[config.mk]
export PLATFORM = sky130hd
export DESIGN_NAME = draw_score
export DESIGN_NICKNAME = d
export VERILOG_FILES = /design/src/rtl/draw_score_pkg.sv /design/src/rtl/draw_score_delay.sv /design/src/rtl/draw_score.sv
export SDC_FILE = /design/constraint.sdc
export NUM_CORES = 1
export LEC_CHECK = 0
export ABC_AREA = 0
export BUFFER_PORTS_ARGS = -buffer_cell sky130_fd_sc_hd__buf_4
export CORE_MARGIN = 1
export CORE_UTILIZATION = 46
export DETAILED_ROUTE_END_ITERATION = 10
export MAX_ROUTING_LAYER = met4
export PLACE_DENSITY_LB_ADDON = 0.25
export SETUP_SLACK_MARGIN = 0.1
export SYNTH_ARGS = -nofsm -noshare
export SYNTH_HDL_FRONTEND = slang
export SYNTH_SLANG_ARGS = --single-unit
[constraint.sdc]
create_clock -name clk -period 4 [get_ports clk]
set_clock_uncertainty 0.05 [all_clocks]
set_input_delay 0 -clock clk [delete_from_list [all_inputs] [get_ports clk]]
set_output_delay 0 -clock clk [all_outputs]
set_load 0.02 [all_outputs]
[src/rtl/draw_score_pkg.sv]
// rtl/draw_score_pkg.sv - shared VGA widths, pipeline bundle type and box helper
package draw_score_pkg;

    localparam int CNT_W   = 11;
    localparam int RGB_W   = 12;
    localparam int GLYPH_W = 8;
    localparam int GLYPH_H = 16;
    localparam int CODE_W  = 7;
    localparam int LINE_W  = 4;

    typedef struct packed {
        logic [CNT_W-1:0] hcount;
        logic [CNT_W-1:0] vcount;
        logic             hsync;
        logic             vsync;
        logic             hblnk;
        logic             vblnk;
        logic [RGB_W-1:0] rgb;
    } vga_t;

    // True when lo <= v < lo+span; compared one bit wider so lo+span cannot wrap
    function automatic logic in_span(input logic [CNT_W-1:0] v,
                                     input int unsigned      lo,
                                     input int unsigned      span);
        logic [CNT_W:0] ext;
        ext = {1'b0, v};
        return (ext >= (CNT_W+1)'(lo)) && (ext < (CNT_W+1)'(lo + span));
    endfunction

endpackage

[src/rtl/draw_score_delay.sv]
// rtl/draw_score_delay.sv - WIDTH x CLK_DEL shift register with async active-low reset
module draw_score_delay #(
    parameter int WIDTH   = 1,
    parameter int CLK_DEL = 1
) (
    input  logic             clk,
    input  logic             rst,
    input  logic [WIDTH-1:0] d,
    output logic [WIDTH-1:0] q
);

    logic [WIDTH-1:0] stages [CLK_DEL];

    // Shift the word one stage per clock; reset empties every stage
    always_ff @(posedge clk or negedge rst) begin
        if (!rst) begin
            for (int i = 0; i < CLK_DEL; i++) stages[i] <= '0;
        end else begin
            stages[0] <= d;
            for (int i = 1; i < CLK_DEL; i++) stages[i] <= stages[i-1];
        end
    end

    assign q = stages[CLK_DEL-1];

endmodule

[src/rtl/draw_score.sv]
// rtl/draw_score.sv - two-digit 8x16 score overlay on the VGA stream, 3 clk latency
module draw_score
    import draw_score_pkg::*;
#(
    parameter int unsigned      XPOS      = 700,
    parameter int unsigned      YPOS      = 20,
    parameter logic [RGB_W-1:0] TXT_COLOR = 12'hFFF
) (
    input  logic              clk,
    input  logic              rst,
    input  logic [CNT_W-1:0]  hcount_in,
    input  logic [CNT_W-1:0]  vcount_in,
    input  logic              hsync_in,
    input  logic              vsync_in,
    input  logic              hblnk_in,
    input  logic              vblnk_in,
    input  logic [RGB_W-1:0]  rgb_in,
    input  logic [CODE_W-1:0] msd_ascii,
    input  logic [CODE_W-1:0] lsd_ascii,
    output logic [CODE_W-1:0] char_code,
    output logic [LINE_W-1:0] char_line,
    input  logic [GLYPH_W-1:0] char_pixels,
    output logic [CNT_W-1:0]  hcount_out,
    output logic [CNT_W-1:0]  vcount_out,
    output logic              hsync_out,
    output logic              vsync_out,
    output logic              hblnk_out,
    output logic              vblnk_out,
    output logic [RGB_W-1:0]  rgb_out
);

    logic              vblnk_prev;
    logic [CODE_W-1:0] msd_q;
    logic [CODE_W-1:0] lsd_q;

    logic              in_box;
    logic [3:0]        xoff;
    logic [LINE_W-1:0] yoff;

    logic [2:0]        s1_xbit;
    logic              s1_in_box;
    logic [2:0]        s2_xbit;
    logic              s2_in_box;
    logic [2:0]        bit_idx;

    vga_t              vga_now;
    vga_t              vga_d2;

    assign in_box = in_span(hcount_in, XPOS, 2 * GLYPH_W) && in_span(vcount_in, YPOS, GLYPH_H);
    assign xoff   = 4'(hcount_in - CNT_W'(XPOS));
    assign yoff   = LINE_W'(vcount_in - CNT_W'(YPOS));

    // Digits only change at the start of vertical blank so a frame never shows two scores
    always_ff @(posedge clk or negedge rst) begin
        if (!rst) begin
            vblnk_prev <= 1'b0;
            msd_q      <= '0;
            lsd_q      <= '0;
        end else begin
            vblnk_prev <= vblnk_in;
            if (vblnk_in && !vblnk_prev) begin
                msd_q <= msd_ascii;
                lsd_q <= lsd_ascii;
            end
        end
    end

    // Stage 1 addresses the font ROM; stage 2 waits for its registered data
    always_ff @(posedge clk or negedge rst) begin
        if (!rst) begin
            char_code <= '0;
            char_line <= '0;
            s1_xbit   <= '0;
            s1_in_box <= 1'b0;
            s2_xbit   <= '0;
            s2_in_box <= 1'b0;
        end else begin
            if (in_box) begin
                char_code <= xoff[3] ? lsd_q : msd_q;
                char_line <= yoff;
            end
            s1_xbit   <= xoff[2:0];
            s1_in_box <= in_box;
            s2_xbit   <= s1_xbit;
            s2_in_box <= s1_in_box;
        end
    end

    assign vga_now = '{hcount: hcount_in, vcount: vcount_in, hsync: hsync_in, vsync: vsync_in,
                       hblnk: hblnk_in, vblnk: vblnk_in, rgb: rgb_in};

    draw_score_delay #(
        .WIDTH   ($bits(vga_t)),
        .CLK_DEL (2)
    ) u_timing_delay (
        .clk (clk),
        .rst (rst),
        .d   (vga_now),
        .q   (vga_d2)
    );

    // Glyph bit 7 is the leftmost pixel of the cell
    assign bit_idx = 3'(GLYPH_W - 1) - s2_xbit;

    // Stage 3 merges the glyph into the stream and registers every output together
    always_ff @(posedge clk or negedge rst) begin
        if (!rst) begin
            hcount_out <= '0;
            vcount_out <= '0;
            hsync_out  <= 1'b0;
            vsync_out  <= 1'b0;
            hblnk_out  <= 1'b0;
            vblnk_out  <= 1'b0;
            rgb_out    <= '0;
        end else begin
            hcount_out <= vga_d2.hcount;
            vcount_out <= vga_d2.vcount;
            hsync_out  <= vga_d2.hsync;
            vsync_out  <= vga_d2.vsync;
            hblnk_out  <= vga_d2.hblnk;
            vblnk_out  <= vga_d2.vblnk;
            rgb_out    <= (s2_in_box && char_pixels[bit_idx]) ? TXT_COLOR : vga_d2.rgb;
        end
    end

endmodule

## Yosys cells after proc, flatten, opt, wreduce, memory -nomap -nowiden

Index checks and enable logic that the tools add are counted.

| cells by class | value |
|---|---|
| add/subtract/negate cells | 3 |
| magnitude comparators | 5 |
| multiplexer cells | 4 |
| reduce and logical (&&, ||, !) cells | 6 |

Operator list:

| operator | number |
|---|---|
| $mux 12 | 1 |
| $ge 11x10->1 const B | 1 |
| $ge 11x5->1 const B | 1 |
| $lt 11x10->1 const B | 1 |
| $lt 11x6->1 const B | 1 |
| $mux 7 | 1 |
| $logic_and 1x1->1 | 5 |
| $lt 3x4->1 const B | 1 |
| $sub 4x3->4 const B | 1 |
| $sub 4x4->4 const B | 1 |
| $bmux 1 s3 | 1 |
| $sub 3x3->3 const A | 1 |
| $logic_not 1->1 | 1 |
| $mux 1 | 1 |

| storage, ports and cells | value |
|---|---|
| register bits | 148 |
| input bits | 62 |
| output and inout port bits | 49 |
| logic and storage cells | 36 |

## Longest topological paths before layout

Gate-level depths: netlist of run 1.

| logic depth | value |
|---|---|
| word-level depth | 5 |
| gate-level depth with buffers | 7 |
| mapped depth without buffers | 6 |

## Hierarchy

From an unflattened synthesis of run 1, not the netlist that was laid out.

| unflattened totals | value |
|---|---|
| cell total of the unflattened synthesis | 262 |
| area total of the unflattened synthesis | 4702.0 sq um |

Modules (own cells, without submodules):

| module | instances | cells an instance | area each (sq um) | seq. area each (sq um) |
|---|---|---|---|---|
| draw_score | 1 | 148 | 2514.9 | 1801.7 |
| draw_score_delay | 1 | 114 | 2187.1 | 1901.8 |

## Worst setup path after synthesis of run 1

Ideal clock, no wire load.

| path | value |
|---|---|
| path kind | register to register |
| start | reg, netlist name u_timing_delay.q[27] |
| end | reg rgb_out[10] |
| library setup time | 0.122 ns |
| arrival time | 1.457 ns |
| data required time | 3.828 ns |
| slack | 2.371 ns |
| stages on the path, launching flop included | 6 |
| buffers on the path | 1 |
| period minus slack after synthesis | 1.629 ns |
| cells stage by stage | dfrtp_1 mux4_2 mux2_2 nand2_1 buf_2 nand2b_1 |

RTL lines:

| item | line | source |
|---|---|---|
| end signal: assignment | draw_score.sv:122 | `rgb_out <= (s2_in_box && char_pixels[bit_idx]) ? TXT_COLOR : vga_d2.rgb;` |
| end: declaration | draw_score.sv:29 | `output logic [RGB_W-1:0] rgb_out` |

## Worst setup path in the final report of run 1

| path | value |
|---|---|
| start | in hcount_in[8] |
| end | reg char_code[2] |

| between the ends | value |
|---|---|
| word-level cells in the longest chain between the ends | 3 |
| elaborated cells between the ends (all ways) | 4 |
| those cells by class | order compare: 2; reduce/logical: 2 |

RTL lines:

| item | line | source |
|---|---|---|
| start: declaration | draw_score.sv:11 | `input logic [CNT_W-1:0] hcount_in,` |
| $ge 11x10->1 / $lt 11x10->1 (equally long branches) | draw_score_pkg.sv:27 | `return (ext >= (CNT_W+1)'(lo)) && (ext < (CNT_W+1)'(lo + span));` |
| $logic_and 1x1->1 * | draw_score_pkg.sv:27 |  |
| $logic_and 1x1->1 * | draw_score.sv:49 | `assign in_box = in_span(hcount_in, XPOS, 2 * GLYPH_W) && in_span(vcount_in, YPOS, GLYPH_H);` |
| end signal: assignment | draw_score.sv:79 | `char_code <= xoff[3] ? lsd_q : msd_q;` |
| end: declaration | draw_score.sv:20 | `output logic [CODE_W-1:0] char_code,` |

Every way passes the cells marked *; elsewhere a longest branch is shown, timed or not.
A chain may end at the register's enable or synchronous reset.

==> results.toml, run 1 <==
[timing]
fin_crit_ps = 2060
fin_setup_tns_ps = 0
fin_crit_sh_pct = 51.5
rsz0062_at_grt = "no"
hold_viol_final = 0
drv_slew = 0
max_freq_mhz = 485
setup_viol = 0
worst_pin_slew_ps = 1190
max-slew-margin-rel_pct = 20.3

[route]
drtIter0Drc = 54
antenna_left = 0
drc = 0
firstDrtPassIters = 4
wl_um = 7770
route.vias.total = 2337
wl_per_cell_um = 15.0
viasPerCell = 4.52

[synth]
muxShareOfSynthArea_pct = 10.4
synthTopCellsByArea = "dfrtp_1, mux2_2, mux2_4, nand2b_1, mux4_2"
synthArstFlopShare_pct = 100
yosysTopAreaCellShare_pct = 83.4
ys_types = 24
synthFlopType = "dfrtp_1"
synth_fa_ha_area_share_pct = 0.583
synth_top_family_by_area = "multiplexers"
synth_xor_area_share_pct = 0
syn_area_per_cell_sq_um = 19.6
yosys_warnings = 0
yosys.area.top_type = "dfrtp_1"
synth-edff-count = 0
syn-num-nets = 283
yosys.area_share.simple_pct = 3.12
yosysSeqAreaShare_pct = 83.4
ys_ff_latch = 143
syn_area_sq_mm = 0.00429
synth-compound-area-share_pct = 1.46
yosysMostFrequentCell = "dfrtp_1"
synth_common_cells = "dfrtp_1, mux2_2, nand2b_1"
synthesis.instances = 219

[min_path]
hold_end = "u_timing_delay.stages[43]"
min-delay-start = "rgb_in[5]"
whs_path_depth = 2
hold_class = "input pin to flop"

[critical_path]
start_kind = "input pin"
cp_slowest_cell = "dlygate4sd3_1"
path_class = "input pin to flop"
critical_path.endpoint_type = "flop"
r2r_cells = 2
cpPeakStageDelay_ps = 570
worstPathMaxFanout = 12
crit_chain = "dlygate4sd3_1, buf_4, or4b_4, nor3_2, o2111ai_2, mux2_4"
ff2ff_setup_slack_ps = 2110
reg2reg_from = "u_timing_delay.stages[50]"
r2r_end = "msd_q[4]"
cp.required_ps = 4330
cp_data_arrival_time_ps = 2390

[pwr]
p_int_mw = 2.70
power.switching_uw = 712
power.density_mw_per_mm2 = 534
sequentialPowerShare_pct = 45.6
swShare_pct = 20.9
power.leakage_nw = 3.08
pwr-share-comb_pct = 7.2
irDropWorstVdd_mv = 0.317
p_clk_share_pct = 47.2

[floorplan]
core_area_sq_mm = 0.00889
die-area_sq_mm = 0.00972
std_cell_rows = 34
io_pins = 111
die_height_um = 98.6
start_util_pct = 48.3
die_w_um = 98.6

[cts]
h-tree-depth = 4
clk_latency_ps = 500
cts_buffers = 17
cts_root_buffer = "clkbuf_8"
cts_sinks = 143
clockBufferDepth = 2
cts_tree = "built"
clkTransAtPathRegs_ps = 60
post_cts.resized_instances = 0

[global_routing]
grt_pass1_wl_um = 12400
antenna_found_initial = 0
grt_pass1_vias = 2555
gr-total-overflow = 0
grt_max_degree = 104
gr-usage-all-layers_pct = 18.0

[cells_and_area]
drive_above_1_share_pct = 44.0
area_growth_pct = 48.7
antenna_cells = 0
fin_cells = 517
nets = 461

[placed_design]
dp_cells = 433
hpwl_um = 4470
gp_congestion = 0.694
portBuffers = 110

[run]
maxCapViolations = 0

[outcome]
status = "finished, final reports clean"
## worst max path at each step
stage                          from           end  slack (ps)  cells past startpoint
2_1_floorplan  u_timing_delay.q[27]   rgb_out[10]        2370                      5
3_3_place_gp           hcount_in[8]  char_code[0]        2040                      5
3_5_place_dp           hcount_in[8]  char_code[1]        2000                      5
4_1_cts                hcount_in[8]  char_code[2]        1980                      6
5_1_grt                hcount_in[8]  char_code[2]        1880                      6
6_report               hcount_in[8]  char_code[2]        1940                      6
## logic make-up (layout without fill, tap and decap cells)
family	count (synthesis)	after routing
adders and majority gates	2	2
DFF	143	143
muxes	35	35
AOI/OAI and AO/OA	7	7
and+or+nand+nor	22	22
buffers and inverters	10	200
## through the flow
stage	setup WS (ps)	utilization (%)	hold WS [ps]	power, mW	cell area [sq um]
5_1_grt	1880	71.8	59.9	3.54	6380
3_3_place_gp	2040	58.9	59.2	1.78	5240
4_1_cts	1980	71.8	57.4	3.45	6380
3_5_place_dp	2000	58.9	60.6	1.79	5240
6_report	1940	71.8	86.1	3.41	6380
2_1_floorplan	2370	-	-346	1.66	4290
## registers in the layout, summed over array words and instances (netlist names)
register               count
rgb_out                   12
vsync_out                  1
u_timing_delay.stages     38
msd_q                      7
vblnk_out                  1
s1_in_box                  1
s1_xbit                    1
u_timing_delay.q          38
hsync_out                  1
char_code                  7
hblnk_out                  1
char_line                  4
s2_xbit                    1
hcount_out                11
s2_in_box                  1
vcount_out                11
lsd_q                      7
## critical path: cells and delay by family
family	cells	cell delay [ps]
mux	1	470
buf+inv	2	720
simple gates	2	700
compound gates	1	500
## layer usage
layer | vias up | global-route usage [%] | wire (um)
li1 | 1084 | - | -
met1 | 1178 | 19.9 | 3160
met2 | 69 | 30.4 | 4250
met3 | 6 | 4.89 | 283
met4 | 0 | 8.61 | 77
met5 | - | - | 0
## power by group through the flow
stage	Sequential [mW]	Clock, mW	Combinational (mW)
finish	1.56	1.61	0.246
CTS	1.56	1.64	0.248
floorplan	1.60	0	0.0574
global route	1.56	1.71	0.267
global placement	1.58	0	0.201
detailed placement	1.58	0	0.204
## timing repair
item                      in CTS  in global routing
hold endpoints to repair     159                  0
setup buffers                  0                  0
hold buffers                  53                  0
## final cells by class
| class | count | area [sq um] |
|---|---|---|
| clock buffers | 18 | 428 |
| clock inverters | 13 | 186 |
| fillers | 563 | 2510 |
| inverters | 5 | 18.8 |
| multi-input cells | 66 | 667 |
| flip-flops and latches | 143 | 3580 |
| well taps | 108 | 135 |
| repair buffers | 164 | 1370 |
## cells in the final DEF (no fill, tap or decap), drive strengths merged
cell type / instances
nand2b: 12
mux2i: 1
o2111ai: 1
or4b: 1
o21ai: 2
clkinvlp: 1
ha: 2
buf: 111
and3: 1
nor3: 1
clkbuf: 18
dfrtp: 143
nand2: 4
o31a: 1
o31ai: 1
mux4: 2
a311oi: 1
clkinv: 6
nor2: 2
inv: 7
mux2: 32
a31oi: 1
nor2b: 1
dlygate4sd3: 53
bufinv: 4
Power figures use the tool's default switching activity.
==> run 2: changes to the inputs <==
--- a/config.mk
+++ b/config.mk
@@ -5,7 +5,7 @@
 export SDC_FILE = /design/constraint.sdc
 export NUM_CORES = 1
 export LEC_CHECK = 0
-export ABC_AREA = 0
+export ABC_AREA = 1
 export BUFFER_PORTS_ARGS = -buffer_cell sky130_fd_sc_hd__buf_4
 export CORE_MARGIN = 1
 export CORE_UTILIZATION = 46
==> constraint.sdc (replaced) <==
create_clock -name clk -period 1.67 [get_ports clk]
set_clock_uncertainty 0.05 [all_clocks]
set_input_delay 0 -clock clk [delete_from_list [all_inputs] [get_ports clk]]
set_output_delay 0 -clock clk [all_outputs]
set_load 0.02 [all_outputs]
==> run 2 against run 1 <==
Clock-buffer cell count fell by 1. Largest power group is now registers. Highest routed layer unchanged. Worst hold slack got worse by 16 ps. Combinational power rose by 150%. Critical endpoint is now rgb_out[0]. Clock power rose by 120%.
==> results.toml, run 2 <==
[synth]
synthFlopType = "dfrtp_1"
yosysSeqAreaShare_pct = 81.7
ys_types = 20
synthArstFlopShare_pct = 100
yosys_warnings = 0
synth-edff-count = 0
ys_ff_latch = 143
synthesis.instances = 311
yosysMostFrequentCell = "dfrtp_1"
synth_common_cells = "dfrtp_1, nand2_1, inv_1"
syn_area_per_cell_sq_um = 14.1
syn-num-nets = 375
yosys.area.top_type = "dfrtp_1"
syn_area_sq_mm = 0.00438
synthTopCellsByArea = "dfrtp_1, nand2_1, inv_1, mux2_2, nor2_1"
yosysTopAreaCellShare_pct = 81.7

[placed_design]
dp_worst_setup_slack_ps = 301
portBuffers = 110
hpwl_um = 4840
dp_cells = 548
placed_area_sq_mm = 0.00539
gp_congestion = 0.711

[cells_and_area]
fillCellCount = 637
layout_commonest_cell = "dfrtp_1"
final_cell_mix = "dfrtp_1, buf_4, nand2_1"
nets = 556
fin_cells = 632
area_growth_pct = 48.1
multiInputGateArea_sq_um = 621
drive_above_1_share_pct = 31.6
antenna_cells = 0
regArea_sq_mm = 0.00358
final_area_sq_mm = 0.00649

[pwr]
irDropWorstVdd_mv = 0.784
power.leakage_nw = 3.27
power.density_mw_per_mm2 = 1210

[critical_path]
critPathTopFamily = "simple AND/OR/NAND/NOR gates"
cp_slowest_cell = "dfrtp_1"
reg2reg_from = "u_timing_delay.q[27]"
cp.required_ps = 1990
worstPathMaxFanout = 12
crit_chain = "o21ai_0, nor2_1, nor2_1, nand2_1, nand3_2, nand2_1"
r2r_end = "rgb_out[0]"
path_class = "flop to flop"
critical_path.endpoint_type = "flop"
crit_buf_inv = 0
ff2ff_setup_slack_ps = 290
cp_data_arrival_time_ps = 1710
r2r_cells = 6
start_kind = "flop"
cpPeakStageDelay_ps = 440

[timing]
worst_pin_slew_ps = 566
rsz0062_at_grt = "no"
max_freq_mhz = 722
setup_viol = 0
max-slew-margin-rel_pct = 62.2
fin_crit_ps = 1380
fin_setup_tns_ps = 0
setup_ws_ps = 285
fin_crit_sh_pct = 82.9
drv_slew = 0
hold_viol_final = 0

[min_path]
hold_end = "rgb_out[11]"
min-delay-start = "char_pixels[6]"
hold_class = "input pin to flop"
whs_path_depth = 5

[global_routing]
antenna_found_initial = 0
grt_pass1_vias = 2893
gr-usage-met1_pct = 20.4
gr-total-overflow = 0
use_met3_pct = 4.71
use_met2_pct = 31.9
grt_pass1_wl_um = 13200
grt_max_degree = 56
gr-usage-all-layers_pct = 18.5
top_usage_layer = "met2"

[floorplan]
die-area_sq_mm = 0.00991
std_cell_rows = 35
die_height_um = 99.6
die_w_um = 99.6
io_pins = 111
core_area_sq_mm = 0.00924
start_util_pct = 47.4

[cts]
clockBufferDepth = 2
cts_buffers = 17
clkTransAtPathRegs_ps = 60
h-tree-depth = 4
cts_sinks = 143
clk_latency_ps = 500
cts_tree = "built"
cts_root_buffer = "clkbuf_8"
postCtsSetupBuffers = 0

[route]
antenna_left = 0
wl_um = 8060
viasPerCell = 4.33
route.vias.total = 2737
drc = 0
firstDrtPassIters = 4
drtIter0Drc = 86
wl_per_cell_um = 12.7

[outcome]
status = "finished, final reports clean"

[run]
maxCapViolations = 0
## run 2: cell count changes in the layout (fill, tap and decap cells not counted), moves of 3 or more
cell	change
inv_1	+29
o21ai_0	+9
mux2_4	-8
nand2b_1	-12
buf_4	+3
nand4_1	+11
nor2_1	+19
nand2_1	+54
mux2_2	-17
a21oi_1	+7
## run 2: metal layers
metal  routed length (um)  vias to the layer above
li1                     -                     1330
met3                  277                       12
met4                  122                        0
met5                    0                        -
met1                 3340                     1315
met2                 4310                       80
## run 2: power by group
group	internal, mW	total (mW)	switching [mW]
sequential	3.66	3.72	0.0623
clock	2.11	3.49	1.38
combinational	0.315	0.612	0.297
## run 2: worst min-delay path, delay by kind of cell
| family | cells | cell delay (ps) |
|---|---|---|
| buffers and inverters | 1 | 70 |
| AOI/OAI and AO/OA | 1 | 70 |
| and+or+nand+nor | 3 | 440 |
## run 2: timing repair
action,in CTS,in global routing
endpoints found under the hold margin,203,0
hold buffers,54,0
resized for setup,0,0
## run 2: stage by stage
step	power [mW]	util [%]	hold WS [ps]
4_1_cts	7.90	70.2	34.4
2_1_floorplan	3.97	-	-346
3_3_place_gp	4.27	58.3	-103
6_report	7.82	70.2	70.0
5_1_grt	8.11	70.2	82.6
3_5_place_dp	4.29	58.3	-97.2
## run 2: how the worst max path moves through the flow
stage,to,slack [ps],start,cells after the start
6_report,rgb_out[0],290,u_timing_delay.q[27],6
5_1_grt,rgb_out[0],180,u_timing_delay.q[27],6
4_1_cts,rgb_out[0],290,u_timing_delay.q[27],6
2_1_floorplan,rgb_out[10],490,u_timing_delay.q[27],7
3_3_place_gp,lsd_q[4],340,u_timing_delay.stages[50],3
3_5_place_dp,lsd_q[6],300,u_timing_delay.stages[50],3
## run 2: area by class of cell
type                    instances  share of cell area, %
clock buffers                  17                   6.38
multi-input cells             125                   9.57
clock inverters                13                   2.18
repair buffers                170                   22.2
inverters                      35                   2.03
well taps                     129                   2.49
flip-flops and latches        143                   55.2
## run 2: kinds of logic (layout without fill, tap and decap cells)
logic type	Yosys count	in the layout	share of synthesized area (%)
multiplexers	7	7	1.80
AND/OR/NAND/NOR	97	97	9.57
adder cells (fa/ha/maj)	2	2	0.571
flip-flops	143	143	81.7
AO/OA/AOI/OAI	19	19	2.23
buffers and inverters	43	235	4.11
==> run 3: changes to the inputs <==
--- a/config.mk
+++ b/config.mk
@@ -5,7 +5,7 @@
 export SDC_FILE = /design/constraint.sdc
 export NUM_CORES = 1
 export LEC_CHECK = 0
-export ABC_AREA = 1
+export ABC_AREA = 0
 export BUFFER_PORTS_ARGS = -buffer_cell sky130_fd_sc_hd__buf_4
 export CORE_MARGIN = 1
 export CORE_UTILIZATION = 46
==> constraint.sdc (replaced) <==
create_clock -name clk -period 1.3 [get_ports clk]
set_clock_uncertainty 0.05 [all_clocks]
set_input_delay 0 -clock clk [delete_from_list [all_inputs] [get_ports clk]]
set_output_delay 0 -clock clk [all_outputs]
set_load 0.02 [all_outputs]
==> run 3 against run 2 <==
The run now ends with setup timing left. Flip-flop and latch count did not move. Critical path type unchanged. Routed wire length rose by 3.3%. Power rose by 31%. First-iteration DRC count fell by 52%. Clock power rose by 31%.
==> results.toml, run 3 (same netlist as run 1, synthesis figures left out) <==
[global_routing]
grt_pass1_vias = 2643
top_usage_layer = "met2"
use_met2_pct = 32.1
gr-usage-met1_pct = 21.8
grt_pass1_wl_um = 13100
grt_max_degree = 56
use_met3_pct = 5.25
antenna_found_initial = 0
gr-usage-all-layers_pct = 19.1
gr-total-overflow = 0

[cts]
clk_latency_ps = 510
clkTransAtPathRegs_ps = 60
cts_sinks = 143
h-tree-depth = 4
clockBufferDepth = 2
cts_tree = "built"
cts_root_buffer = "clkbuf_8"
cts_buffers = 17

[route]
firstDrtPassIters = 4
drc = 0
wl_um = 8320
antenna_left = 0
drtIter0Drc = 41
wl_per_cell_um = 15.6
viasPerCell = 4.60
route.vias.total = 2461

[placed_design]
hpwl_um = 4830
gp_congestion = 0.750
dp_cells = 444
dp_worst_setup_slack_ps = -366
portBuffers = 110

[timing]
drv_slew = 0
fin_crit_ps = 1580
hold_viol_final = 0
max_freq_mhz = 635
max-slew-margin-rel_pct = 77.8
setup_viol = 22
rsz0062_at_grt = "yes"
holdWs_ps = 9.35
setup_ws_ps = -275
worst_pin_slew_ps = 333
fin_crit_sh_pct = 121

[critical_path]
ff2ff_setup_slack_ps = -280
r2r_end = "rgb_out[6]"
cp.required_ps = 1640
path_class = "flop to flop"
worstSetupStartpoint = "u_timing_delay.q[27]"
r2r_cells = 4
crit_end = "rgb_out[6]"
worstPathMaxFanout = 12
critical_path.endpoint_type = "flop"
start_kind = "flop"
cp_data_arrival_time_ps = 1910
reg2reg_from = "u_timing_delay.q[27]"

[run]
maxCapViolations = 0

[cells_and_area]
final_cell_mix = "dfrtp_1, buf_4, dlygate4sd3_1"
antenna_cells = 0
fin_cells = 535
layout_commonest_cell = "dfrtp_1"
final_util_pct = 75.5
drive_above_1_share_pct = 46.4
nets = 479
area_growth_pct = 56.4

[floorplan]
core_area_sq_mm = 0.00889
die-area_sq_mm = 0.00972
die_height_um = 98.6
die_w_um = 98.6
start_util_pct = 48.3
std_cell_rows = 34
io_pins = 111

[min_path]
hold_class = "input pin to flop"
whs_path_depth = 6

[pwr]
power.leakage_nw = 3.27
power.density_mw_per_mm2 = 1530
p_total_mw = 10.3
irDropWorstVdd_mv = 0.935

[outcome]
status = "finished, violations left"
violations = "setup timing"
[run 3: changes by cell type in the layout (fill, tap and decap cells not counted), sizes merged, moves of 7 or more]
cell,previous run,this run
nand2b,0,12
nand2,59,4
buf,116,123
mux2,7,32
a21oi,7,0
nand4,11,0
o21ai,11,2
inv,38,8
nor2,23,2
[run 3: what timing repair did]
action,4_1_cts,5_1_grt
pin swaps,0,7
setup endpoints to repair,17,114
resized for setup,7,19
hold endpoints to repair,201,6
gates cloned,1,1
hold buffers,54,4
buffers inserted,0,1
[run 3: critical path, cell delays in order, from the launching register on]
cell and delay, ps:
dfrtp_1 400, mux4_2 520, mux2_4 320, nand2_8 100, nand2b_1 70
[run 3: final cells by class]
class / instances / area (sq um)
Sequential cell: 143 / 3580
Multi-Input combinational cell: 66 / 776
Clock buffer: 19 / 432
Timing Repair Buffer: 182 / 1640
Tap cell: 108 / 135
Clock inverter: 12 / 136
Inverter: 5 / 18.8
Fill cell: 552 / 2180
[run 3: how the worst min path moves through the flow]
stage / startpoint / endpoint / slack (ps)
5_1_grt: vcount_in[6] / s1_in_box / 20
3_3_place_gp: rst / u_timing_delay.q[14] / -160
3_5_place_dp: rst / u_timing_delay.q[15] / -150
6_report: vcount_in[6] / s1_in_box / 9
4_1_cts: vcount_in[6] / s1_in_box / 2
2_1_floorplan: rst / char_code[0] / -350
[run 3: metrics by stage]
step | TNS, ps | cell area [sq um]
finish | -3590 | 6710
global route | -4680 | 6710
CTS | -5580 | 6590
floorplan | -4120 | 4360
global placement | -6390 | 5420
detailed placement | -7260 | 5420
[run 3: metal layers]
| layer | vias up | wire (um) |
|---|---|---|
| met3 | 12 | 274 |
| met2 | 64 | 4650 |
| met1 | 1262 | 3280 |
| li1 | 1123 | - |
| met4 | 0 | 121 |
| met5 | - | 0 |
[run 3: where the power goes]
| group | internal, mW | leakage, nW | switching (mW) |
|---|---|---|---|
| combinational | 0.545 | 1.31 | 0.357 |
| sequential | 4.70 | 1.69 | 0.0949 |
| clock | 2.78 | 0.271 | 1.78 |
| total | 8.03 | 3.27 | 2.23 |
